--- config.mk ---
export PLATFORM = sky130hd
export DESIGN_NAME = sensor_frontend
export DESIGN_NICKNAME = d
export VERILOG_FILES = /design/src/rtl/sensor_pkg.sv /design/src/rtl/sensor_debounce.sv /design/src/rtl/sensor_frontend.sv
export SDC_FILE = /design/constraint.sdc
export NUM_CORES = 1
export LEC_CHECK = 0
export CELL_PAD_IN_SITES_DETAIL_PLACEMENT = 2
export CELL_PAD_IN_SITES_GLOBAL_PLACEMENT = 2
export CORE_UTILIZATION = 41
export DETAILED_ROUTE_END_ITERATION = 10
export GPL_TIMING_DRIVEN = 0
export HOLD_SLACK_MARGIN = 0.08
export PLACE_DENSITY = 0.86
export SETUP_SLACK_MARGIN = 0.4
export SYNTH_ARGS = -nofsm -noshare
export SYNTH_HDL_FRONTEND = slang
export SYNTH_SLANG_ARGS = --single-unit
--- constraint.sdc ---
create_clock -name clk -period 5.1 [get_ports clk]
set_input_delay 1.275 -clock clk [delete_from_list [all_inputs] [get_ports clk]]
set_output_delay 1.275 -clock clk [all_outputs]
set_load 0.02 [all_outputs]
--- src/rtl/sensor_pkg.sv ---
// Shared constants and IR state encoding for the sensor front end.
package sensor_pkg;

  localparam int unsigned DefDebounceCycles = 1000;
  localparam int unsigned DefIrHoldCycles   = 50000;
  localparam int unsigned DefLostCycles     = 100000;

  localparam logic [1:0] IpsResetVal = 2'b11;

  typedef enum logic [1:0] {
    StIdle   = 2'd0,
    StDetect = 2'd1,
    StHold   = 2'd2
  } ir_state_e;

endpackage

--- src/rtl/sensor_debounce.sv ---
// Two-flop synchronizer followed by a saturating-free debounce counter for one input pin.
module sensor_debounce
  import sensor_pkg::*;
#(
  parameter int unsigned DEBOUNCE_CYCLES = DefDebounceCycles,
  parameter logic        RESET_VAL       = 1'b0
) (
  input  logic clk_i,
  input  logic rst_ni,
  input  logic raw_i,
  output logic filt_o,
  output logic filt_next_o
);

  localparam int unsigned     CntW    = $clog2(DEBOUNCE_CYCLES + 1);
  localparam logic [CntW-1:0] CntLast = CntW'(DEBOUNCE_CYCLES - 1);

  logic            sync1_q, sync2_q;
  logic [1:0]      prime_q;
  logic            filt_q, filt_d;
  logic [CntW-1:0] cnt_q, cnt_d;

  // Counting waits until the synchronizer holds real samples, so the
  // reset-zero flops never count against a reset value of 1.
  always_comb begin
    filt_d = filt_q;
    cnt_d  = '0;
    if (prime_q[1] && (sync2_q != filt_q)) begin
      if (cnt_q == CntLast) begin
        filt_d = sync2_q;
      end else begin
        cnt_d = cnt_q + CntW'(1);
      end
    end
  end

  always_ff @(posedge clk_i) begin
    if (!rst_ni) begin
      sync1_q <= 1'b0;
      sync2_q <= 1'b0;
      prime_q <= 2'b00;
      filt_q  <= RESET_VAL;
      cnt_q   <= '0;
    end else begin
      sync1_q <= raw_i;
      sync2_q <= sync1_q;
      prime_q <= {prime_q[0], 1'b1};
      filt_q  <= filt_d;
      cnt_q   <= cnt_d;
    end
  end

  assign filt_o      = filt_q;
  assign filt_next_o = filt_d;

endmodule

--- src/rtl/sensor_frontend.sv ---
// Line/obstacle sensor conditioning: debounce, IR hold stretch, line-lost timer, update pulse.
module sensor_frontend
  import sensor_pkg::*;
#(
  parameter int unsigned DEBOUNCE_CYCLES = DefDebounceCycles,
  parameter int unsigned IR_HOLD_CYCLES  = DefIrHoldCycles,
  parameter int unsigned LOST_CYCLES     = DefLostCycles
) (
  input  logic       clk,
  input  logic       reset,
  input  logic [1:0] raw_IPS,
  input  logic       raw_midIPS,
  input  logic       raw_IR,
  output logic [1:0] IPS,
  output logic       midIPS,
  output logic       IR,
  output logic       line_lost,
  output logic       sensor_update
);

  localparam int unsigned      HoldW    = $clog2(IR_HOLD_CYCLES + 1);
  localparam logic [HoldW-1:0] HoldLast = HoldW'(IR_HOLD_CYCLES - 1);
  localparam int unsigned      LostW    = $clog2(LOST_CYCLES + 1);
  localparam logic [LostW-1:0] LostMax  = LostW'(LOST_CYCLES);
  localparam logic [3:0]       ChReset  = {IpsResetVal, 1'b0, 1'b0};

  // Channel order: {IPS[1], IPS[0], midIPS, IR}.
  logic [3:0] ch_raw, ch_filt, ch_next;
  assign ch_raw = {raw_IPS, raw_midIPS, raw_IR};

  for (genvar i = 0; i < 4; i++) begin : g_ch
    sensor_debounce #(
      .DEBOUNCE_CYCLES(DEBOUNCE_CYCLES),
      .RESET_VAL      (ChReset[i])
    ) u_debounce (
      .clk_i      (clk),
      .rst_ni     (reset),
      .raw_i      (ch_raw[i]),
      .filt_o     (ch_filt[i]),
      .filt_next_o(ch_next[i])
    );
  end

  assign IPS    = ch_filt[3:2];
  assign midIPS = ch_filt[1];

  // The FSM follows the IR channel's next value so IR moves on the same
  // edge the filtered bit does.
  logic ir_next;
  assign ir_next = ch_next[0];

  logic unused_ch;
  assign unused_ch = ^{ch_next[3:1], ch_filt[0]};

  ir_state_e        state_q, state_d;
  logic [HoldW-1:0] hold_q, hold_d;

  always_ff @(posedge clk) begin
    if (!reset) begin
      state_q <= StIdle;
      hold_q  <= '0;
    end else begin
      state_q <= state_d;
      hold_q  <= hold_d;
    end
  end

  always_comb begin
    state_d = state_q;
    hold_d  = hold_q;
    unique case (state_q)
      StIdle: begin
        hold_d = '0;
        if (ir_next) state_d = StDetect;
      end
      StDetect: begin
        hold_d = '0;
        if (!ir_next) state_d = StHold;
      end
      StHold: begin
        if (ir_next) begin
          state_d = StDetect;
          hold_d  = '0;
        end else if (hold_q == HoldLast) begin
          state_d = StIdle;
          hold_d  = '0;
        end else begin
          hold_d = hold_q + HoldW'(1);
        end
      end
      default: begin
        state_d = StIdle;
        hold_d  = '0;
      end
    endcase
  end

  always_comb begin
    IR = (state_q != StIdle);
  end

  logic [LostW-1:0] lost_q, lost_d;

  always_comb begin
    lost_d = '0;
    if ((IPS == 2'b00) && !midIPS) begin
      lost_d = (lost_q == LostMax) ? lost_q : lost_q + LostW'(1);
    end
  end

  logic [3:0] cur_out, prev_q;
  logic       upd_q;
  assign cur_out = {IPS, midIPS, IR};

  always_ff @(posedge clk) begin
    if (!reset) begin
      lost_q <= '0;
      prev_q <= {IpsResetVal, 1'b0, 1'b0};
      upd_q  <= 1'b0;
    end else begin
      lost_q <= lost_d;
      prev_q <= cur_out;
      upd_q  <= (cur_out != prev_q);
    end
  end

  assign line_lost     = (lost_q == LostMax);
  assign sensor_update = upd_q;

endmodule

# Word-level counts from Yosys, hierarchy flattened

Index checks and enable logic that the tools add are counted.
Widths: inputs -> output; s select.

Flip-flop bits (word level): 100
Logic and storage cells: 87
Input port bits: 6
Output and inout port bits: 6

Add/subtract/negate cells: 6
Multiplexer cells: 11
Reductions and logical operators: 19
Bitwise gates (word level): 6
Equality and inequality tests: 16

Operators with widths:

| kind                  | count |
|---|---|
| $add 10x1->10 const B | 4 |
| $eq 10x10->1 const B  | 4 |
| $add 17x1->17 const B | 1 |
| $eq 17x17->1 const B  | 1 |
| $add 16x1->16 const B | 1 |
| $eq 16x16->1 const B  | 1 |
| $reduce_or 3->1       | 4 |
| $mux 2                | 4 |
| $reduce_and 2->1      | 4 |
| $mux 1                | 6 |
| $not 1->1             | 6 |
| $pmux 2 s3            | 1 |
| $logic_and 1x1->1     | 5 |
| $logic_not 2->1       | 2 |
| $ne 1x1->1            | 4 |
| $ne 4x4->1            | 1 |
| $reduce_or 4->1       | 1 |
| $ne 3x2->1 const B    | 1 |
| $reduce_and 3->1      | 1 |
| $eq 2x1->1 const B    | 1 |
| $eq 2x2->1 const B    | 1 |
| $ne 2x1->1 const B    | 1 |
| $ne 2x2->1 const B    | 1 |
| $reduce_bool 2->1     | 1 |
| $logic_not 1->1       | 1 |

# Logic depth before layout (Yosys ltp)

Gate-level depths: netlist of run 1.

Depth after elaboration: 5
Mapped depth: 7
Mapped depth without buffers: 6

# Hierarchy

From an unflattened synthesis of run 1, not the netlist that was laid out.

Cells, all modules: 454
Area total of the unflattened synthesis: 4,305.4 um^2

Modules (own cells, without submodules):

| module                                    | times used | area an instance (um^2) | cells each |
|---|---|---|---|
| sensor_frontend                           | 1          | 1,800.5                 | 198 |
| sensor_debounce at g_ch[2].u_debounce ... | 2          | 651.9                   | 68 |
| sensor_debounce at g_ch[0].u_debounce ... | 2          | 600.6                   | 60 |

# Least setup slack after synthesis of run 1

Ideal clock, no wire load.

Path type: register to output
Start point: register lost_q[0]
End point: output line_lost
Stages on the path, launching flop included: 6
Slack: 2,677 ps
Required time: 3,825 ps
Arrival: 1,148 ps
Cell sequence: dfxtp_1 inv_1 ha_1 nor4b_1 nand4_1 inv_1

Cells in the longest elaborated chain, start to end: 1

RTL lines:

| what                   | RTL line               | RTL |
|---|---|---|
| from (decl)            | sensor_frontend.sv:102 | `logic [LostW-1:0] lost_q, lost_d;` |
| from (signal assigned) | sensor_frontend.sv:121 | `lost_q <= lost_d;` |
| $eq 17x17->1           | sensor_frontend.sv:127 | `assign line_lost = (lost_q == LostMax);` |
| to (decl)              | sensor_frontend.sv:17  | `output logic line_lost,` |

No other way between the ends.

# Final worst setup path of run 1

Same ends and word-level chain as after synthesis.

==> reports/results.ini, run 1 <==
[global_routing]
grt_pass1_vias = 3416
grt_max_degree = 15
grt_usage_pct = 20.2
grt_pass1_wl_um = 15900
overflow = 0
grt_antenna_before_repair = 0

[cts]
clock_latency_ps = 350
path_clk_slew_ps = 80
htreeDepth = 3
postCtsSetupBuffers = 0
clock_path_buffers = 2
ctsResizeCount = 0
cts_tree = yes
root_buffer = clkbuf_8
ctsHoldBuffers = 0
cts_buffers = 9
clock_sinks = 94

[finish]
drive_gt1_share_pct = 5.21
final_area_um2 = 4420
mostFrequentLayoutCells = dfxtp_1, nor2_1, xnor2_1
n_antenna_cell = 0
synthToLayoutAreaGrowth_pct = 12.0
layout_commonest_cell = dfxtp_1
fin_nets = 470
final_cells = 590
fillCellCount = 1032
fin_util_pct = 47.6

[route]
ant_nets = 0
wirelength_um = 9090
drc_errors = 0
wl_met3_um = 154
via_per_inst = 5.18
post_drt_wl_per_cell_um = 15.4
drt_pre_antenna_iters = 4
met2_wirelength_um = 4770
top_layer_used = met4
vias = 3058
wl_met1_um = 3980
drtIter0Drc = 60

[sta]
worst_pin_slew_ps = 751
fmax_mhz = 288
fin_worst_skew_ps = 9.86
max_slew_margin_pct = 49.6
rsz0062_at_grt = false
hold_violations = 0
finalMaxSlewViolations = 0
holdWs_ps = 453
post-route-period-util_pct = 68.1
setup_ws_ps = 1620
setup_viol = 0
tns_ps = 0
fin_crit_ps = 3480

[logic_synthesis]
synth_seq_cells = 94
synth_flop_cell = dfxtp_1
synth_top_cell_by_area = dfxtp_1
async_flop_share_pct = 0
synthTopCellsByArea = dfxtp_1, xnor2_1, nor2_1
synth_fp_nets = 448
synth_top_area_share_pct = 47.7
synth-compound-area-share_pct = 3.80
synth_top_family_by_area = simple AND/OR/NAND/NOR gates
muxShareOfSynthArea_pct = 0.507
synth_cell_types = 41
synth_xor_area_share_pct = 14.2
yosysWarningCount = 0
synthSimpleGateAreaFrac_pct = 28.4
syn_area_um2 = 3950
synth_edf_count = 0
yosysSeqAreaShare_pct = 47.7
synth_area_per_cell_um2 = 9.07
syn_inst = 435
synthAdderAreaFrac_pct = 2.22

[power_and_ir_drop]
clkPwrFrac_pct = 40.9
finalPower_mw = 1.28
p_comb_share_pct = 1.3
internal-power_mw = 1.02
leakagePower_nw = 1.37
power.net_switching_uw = 263
vdd_drop_max_uv = 119
seq_power_share_pct = 57.8
power_density_nw_per_um2 = 290
switching_share_pct = 20.5

[worst_setup_path]
worst_r2r_path_depth = 7
critPathSlowestCell = clkdlybuf4s50_1
crit_family = buffers and inverters
cp-start-kind = flop
cp_max_fo = 6
cp_cell_sequence = inv_1 -> ha_1 -> nor4b_1 -> nand4_1 -> inv_1 -> clkdlybuf4s50_1
cp_common_cell = inv_1
critical_path.n_buffers_inverters = 3
worstPathArrival_ps = 2200
end_kind = output port
crit_type = reg -> out
max_stage_delay_ps = 600
crit_required_ps = 3830
worst-path-stages = 6

[place]
dpl.cell_count = 575
preCtsSetupSlack_ps = 1950
place_hpwl_um = 6400
io_buffer_count = 11
place_congestion = 0.750
place_area_um2 = 4220

[run]
cap_violations = 0

[min_path]
holdCritPathClass = reg -> reg
hold_depth = 1

[floorplanning]
start_util_pct = 42.5
dieArea_um2 = 10000
fp.dieH_um = 100
core_area_um2 = 9280
fp-row-count = 35
ioPinCount = 12
dieWidth_um = 100

[run_status]
status = complete, no violations

[Yosys cell counts, types with 2 or more instances]
library cell / instances
dfxtp_1: 94
nor2_1: 80
xnor2_1: 39
nand2_1: 27
xor2_1: 25
nand3_1: 23
and2_1: 17
inv_1: 17
nand4_1: 17
nor3_1: 16
nor4_1: 10
ha_1: 7
nand2b_1: 6
o21ai_0: 6
a21oi_1: 5
or3_1: 5
and3_1: 4
clkbuf_1: 4
nor4b_1: 3
o211ai_1: 3
or4_1: 3
a211oi_1: 2
buf_4: 2
mux2i_1: 2
o31ai_2: 2
[metal layers]
metal	track usage, %	up-vias
li1	-	1509
met1	23.0	1505
met2	37.4	27
met3	3.13	17
met4	8.58	0
met5	0	-
[sequential cells by signal, indices dropped and copies added (netlist names)]
name	flops
g_ch.u_debounce.cnt_q	40
lost_q	17
hold_q	16
g_ch.u_debounce.filt_o	4
g_ch.u_debounce.sync1_q	4
g_ch.u_debounce.sync2_q	4
prev_q	4
g_ch.u_debounce.prime_q	2
state_q	2
sensor_update	1
[worst register-to-register path: cells and delay by family, from the launching register on]
kind                     cells  cell delay (ps)
AO/OA/AOI/OAI                1              170
AND/OR/NAND/NOR              3              940
flip-flops                   1              350
buffers and inverters        2              300
adder cells (fa/ha/maj)      1              230
[logic make-up after synthesis]
group | count (synthesis)
simple gates | 221
flops | 94
xor+xnor | 64
buf+inv | 26
compound gates | 21
fa+ha+maj | 7
mux | 2
[final timing paths]
check / slack [ps] / to / start
setup / recovery: 1620 / line_lost / lost_q[0]
hold / removal: 450 / g_ch[1].u_debounce.cnt_q[0] / g_ch[1].u_debounce.cnt_q[0]
hold reg to reg: 450 / g_ch[1].u_debounce.cnt_q[0] / g_ch[1].u_debounce.cnt_q[0]
setup reg to reg: 3060 / hold_q[11] / hold_q[0]
[power by group through the flow]
stage	clock, mW	sequential, mW	combinational, mW
after floorplan	0	0.757	0.00870
after global placement	0	0.757	0.0156
after detailed placement	0	0.758	0.0167
after CTS	0.544	0.741	0.0170
after global routing	0.572	0.741	0.0187
final	0.524	0.741	0.0165
[area by class of cell]
| class | instances | area (um^2) | area share, % |
|---|---|---|---|
| Multi-Input combinational cell | 315 | 1940 | 43.9 |
| Sequential cell | 94 | 1880 | 42.6 |
| Tap cell | 129 | 161 | 3.65 |
| Clock buffer | 11 | 131 | 2.97 |
| Timing Repair Buffer | 11 | 110 | 2.49 |
| Clock inverter | 4 | 72.6 | 1.64 |
| Inverter | 17 | 63.8 | 1.44 |
| Buffer | 9 | 61.3 | 1.39 |
Note: power is estimated with default switching activity, not from simulation.
==> inputs of run 2 (changes only) <==
CORE_UTILIZATION = 38   (was 41)
PLACE_DENSITY = 0.81   (was 0.86)
clock period = 3.2 ns   (was 5.1 ns; I/O delays follow)
==> reports/results.ini, run 2 (same netlist as run 1, synthesis figures left out) <==
[run_status]
status = complete, no violations

[place]
place_congestion = 0.753  ; +0.40%
place_area_um2 = 4220  ; +0.12%
place_hpwl_um = 6330  ; -0.98%
io_buffer_count = 11  ; unchanged

[finish]
mostFrequentLayoutCells = dfxtp_1, nor2_1, xnor2_1
n_antenna_cell = 0  ; unchanged
largest_reg_flops = 40  ; unchanged
layout_commonest_cell = dfxtp_1
regMostFlops = g_ch.u_debounce.cnt_q
fin_util_pct = 44.6  ; -3.0 points
top_regs = g_ch.u_debounce.cnt_q (40), lost_q (17), hold_q (16)
synthToLayoutAreaGrowth_pct = 12.0  ; about the same
final_area_um2 = 4420  ; about the same
fin_nets = 471  ; +0.21%
drive_gt1_share_pct = 5.84  ; +0.64 points

[route]
ant_nets = 0  ; unchanged
wirelength_um = 8760  ; -3.7%
post_drt_wl_per_cell_um = 14.7  ; -4.5%
vias = 3019  ; -1.3%
drtIter0Drc = 41  ; -32%
drt_pre_antenna_iters = 4  ; unchanged
via_per_inst = 5.07  ; -2.1%
drc_errors = 0  ; unchanged

[cts]
path_clk_slew_ps = 90  ; about the same
clock_latency_ps = 380  ; +30 ps
cts_buffers = 9  ; unchanged
htreeDepth = 3  ; unchanged
clock_sinks = 94  ; unchanged
root_buffer = clkbuf_8
clock_path_buffers = 2  ; unchanged
cts_tree = yes

[min_path]
hold_depth = 1  ; unchanged
holdCritPathClass = reg -> reg
hp-start = g_ch[2].u_debounce.sync1_q

[sta]
tns_ps = 0  ; unchanged
setup_viol = 0  ; unchanged
fin_worst_skew_ps = 11.7  ; +1.83 ps
rsz0062_at_grt = false
fmax_mhz = 378
holdWs_ps = 440  ; -13.0 ps
post-route-period-util_pct = 82.8
hold_violations = 0  ; unchanged
worst_pin_slew_ps = 711  ; -40.4 ps
fin_crit_ps = 2650
max_slew_margin_pct = 52.3  ; +2.7 points
finalMaxSlewViolations = 0  ; unchanged

[power_and_ir_drop]
internal-power_mw = 1.54  ; +51%
clkPwrFrac_pct = 39.2  ; -1.7 points
p_comb_share_pct = 1.3  ; about the same
power.net_switching_uw = 440  ; +68%
vdd_drop_max_uv = 294  ; +150%
power_density_nw_per_um2 = 449  ; +55%
finalPower_mw = 1.98  ; +55%
switching_share_pct = 22.2  ; +1.7 points
leakagePower_nw = 1.37  ; -0.22%
seq_power_share_pct = 59.5  ; +1.7 points

[worst_setup_path]
r2r_start = hold_q[0]
worst-path-stages = 6  ; unchanged
cp_cell_sequence = inv_1 -> ha_1 -> nor4b_1 -> nand4_1 -> inv_1 -> clkdlybuf4s15_1
worstPathArrival_ps = 1850  ; -350 ps
crit_type = reg -> out
critPathSlowestCell = dfxtp_1
critical_path.n_buffers_inverters = 3  ; unchanged
max_stage_delay_ps = 380  ; -220 ps
cp-start-kind = flop
cp_common_cell = inv_1
cp_max_fo = 6  ; unchanged
worst_r2r_path_depth = 7  ; unchanged
crit_family = buffers and inverters
crit_required_ps = 2400  ; -1430 ps
end_kind = output port
cp-startpoint = lost_q[0]

[global_routing]
grt_pass1_wl_um = 15500  ; -3.0%
grt_max_degree = 16  ; +1
overflow = 0  ; unchanged
grt_antenna_before_repair = 0  ; unchanged
grt_pass1_vias = 3255  ; -4.7%
grt_usage_pct = 18.1  ; -2.1 points

[floorplanning]
dieWidth_um = 104  ; +3.8%
ioPinCount = 12  ; unchanged
core_area_um2 = 9910  ; +6.7%
fp-row-count = 36  ; +2.9%
dieArea_um2 = 10800  ; +7.7%
fp.dieH_um = 104  ; +3.8%
start_util_pct = 39.8  ; -2.7 points

[run]
cap_violations = 0  ; unchanged

run 2: changes by cell type in the layout (fill, tap and decap cells not counted):
cell,previous run,this run
clkdlybuf4s50_1,11,10
clkdlybuf4s15_1,0,1
bufinv_16,2,1
clkinv_4,0,1
clkinv_2,1,2
clkinvlp_4,1,2
buf_4,2,3
clkbuf_1,6,4
run 2: path summary, 6_finish.rpt:
| path | slack [ps] | to |
|---|---|---|
| max | 550 | line_lost |
| min | 440 | g_ch[2].u_debounce.sync2_q |
| max reg2reg | 1190 | hold_q[7] |
| min reg2reg | 440 | g_ch[2].u_debounce.sync2_q |
run 2: what timing repair did:
item / 4_1_cts / 5_1_grt
endpoints found under the setup margin: 1 / 1
gates resized for setup: 1 / 1
buffers inserted: 1 / 0
hold buffers: 0 / 0
pin swaps: 1 / 0
run 2: final cells by class:
cell class | instances | area (um^2)
Clock inverter | 6 | 63.8
Sequential cell | 94 | 1880
Fill cell | 1122 | 5490
Inverter | 17 | 63.8
Multi-Input combinational cell | 315 | 1940
Buffer | 9 | 61.3
Clock buffer | 9 | 124
Tap cell | 133 | 166
Timing Repair Buffer | 12 | 118
run 2: through the flow:
step           setup WS (ps)  cells
3_3_place_gp             559    579
6_report                 552    595
4_1_cts                  446    595
5_1_grt                  427    595
2_1_floorplan           1250    435
3_5_place_dp             502    579
run 2: power groups by stage:
stage,Clock [mW],Sequential (mW),Combinational (mW)
2_1_floorplan,0,1.21,0.0139
3_3_place_gp,0,1.21,0.0252
3_5_place_dp,0,1.21,0.0272
4_1_cts,0.813,1.18,0.0273
5_1_grt,0.856,1.18,0.0299
6_report,0.777,1.18,0.0259
run 2: layer usage:
| metal | GRT usage [%] | part of all wire (%) | vias to the layer above | routed length, um |
|---|---|---|---|---|
| li1 | - | - | 1512 | - |
| met2 | 32.4 | 52 | 24 | 4580 |
| met4 | 6.33 | 1.6 | 0 | 136 |
| met3 | 5.58 | 2.8 | 7 | 245 |
| met5 | 0 | 0 | - | 0 |
| met1 | 20.3 | 43 | 1476 | 3800 |
run 2: worst register-to-register path: stages (launching register included):
cell	delay, ps
dfxtp_1	350
ha_1	240
nand3_1	280
o41ai_2	160
or4b_1	540
buf_6	160
buf_8	140
nor2_1	100
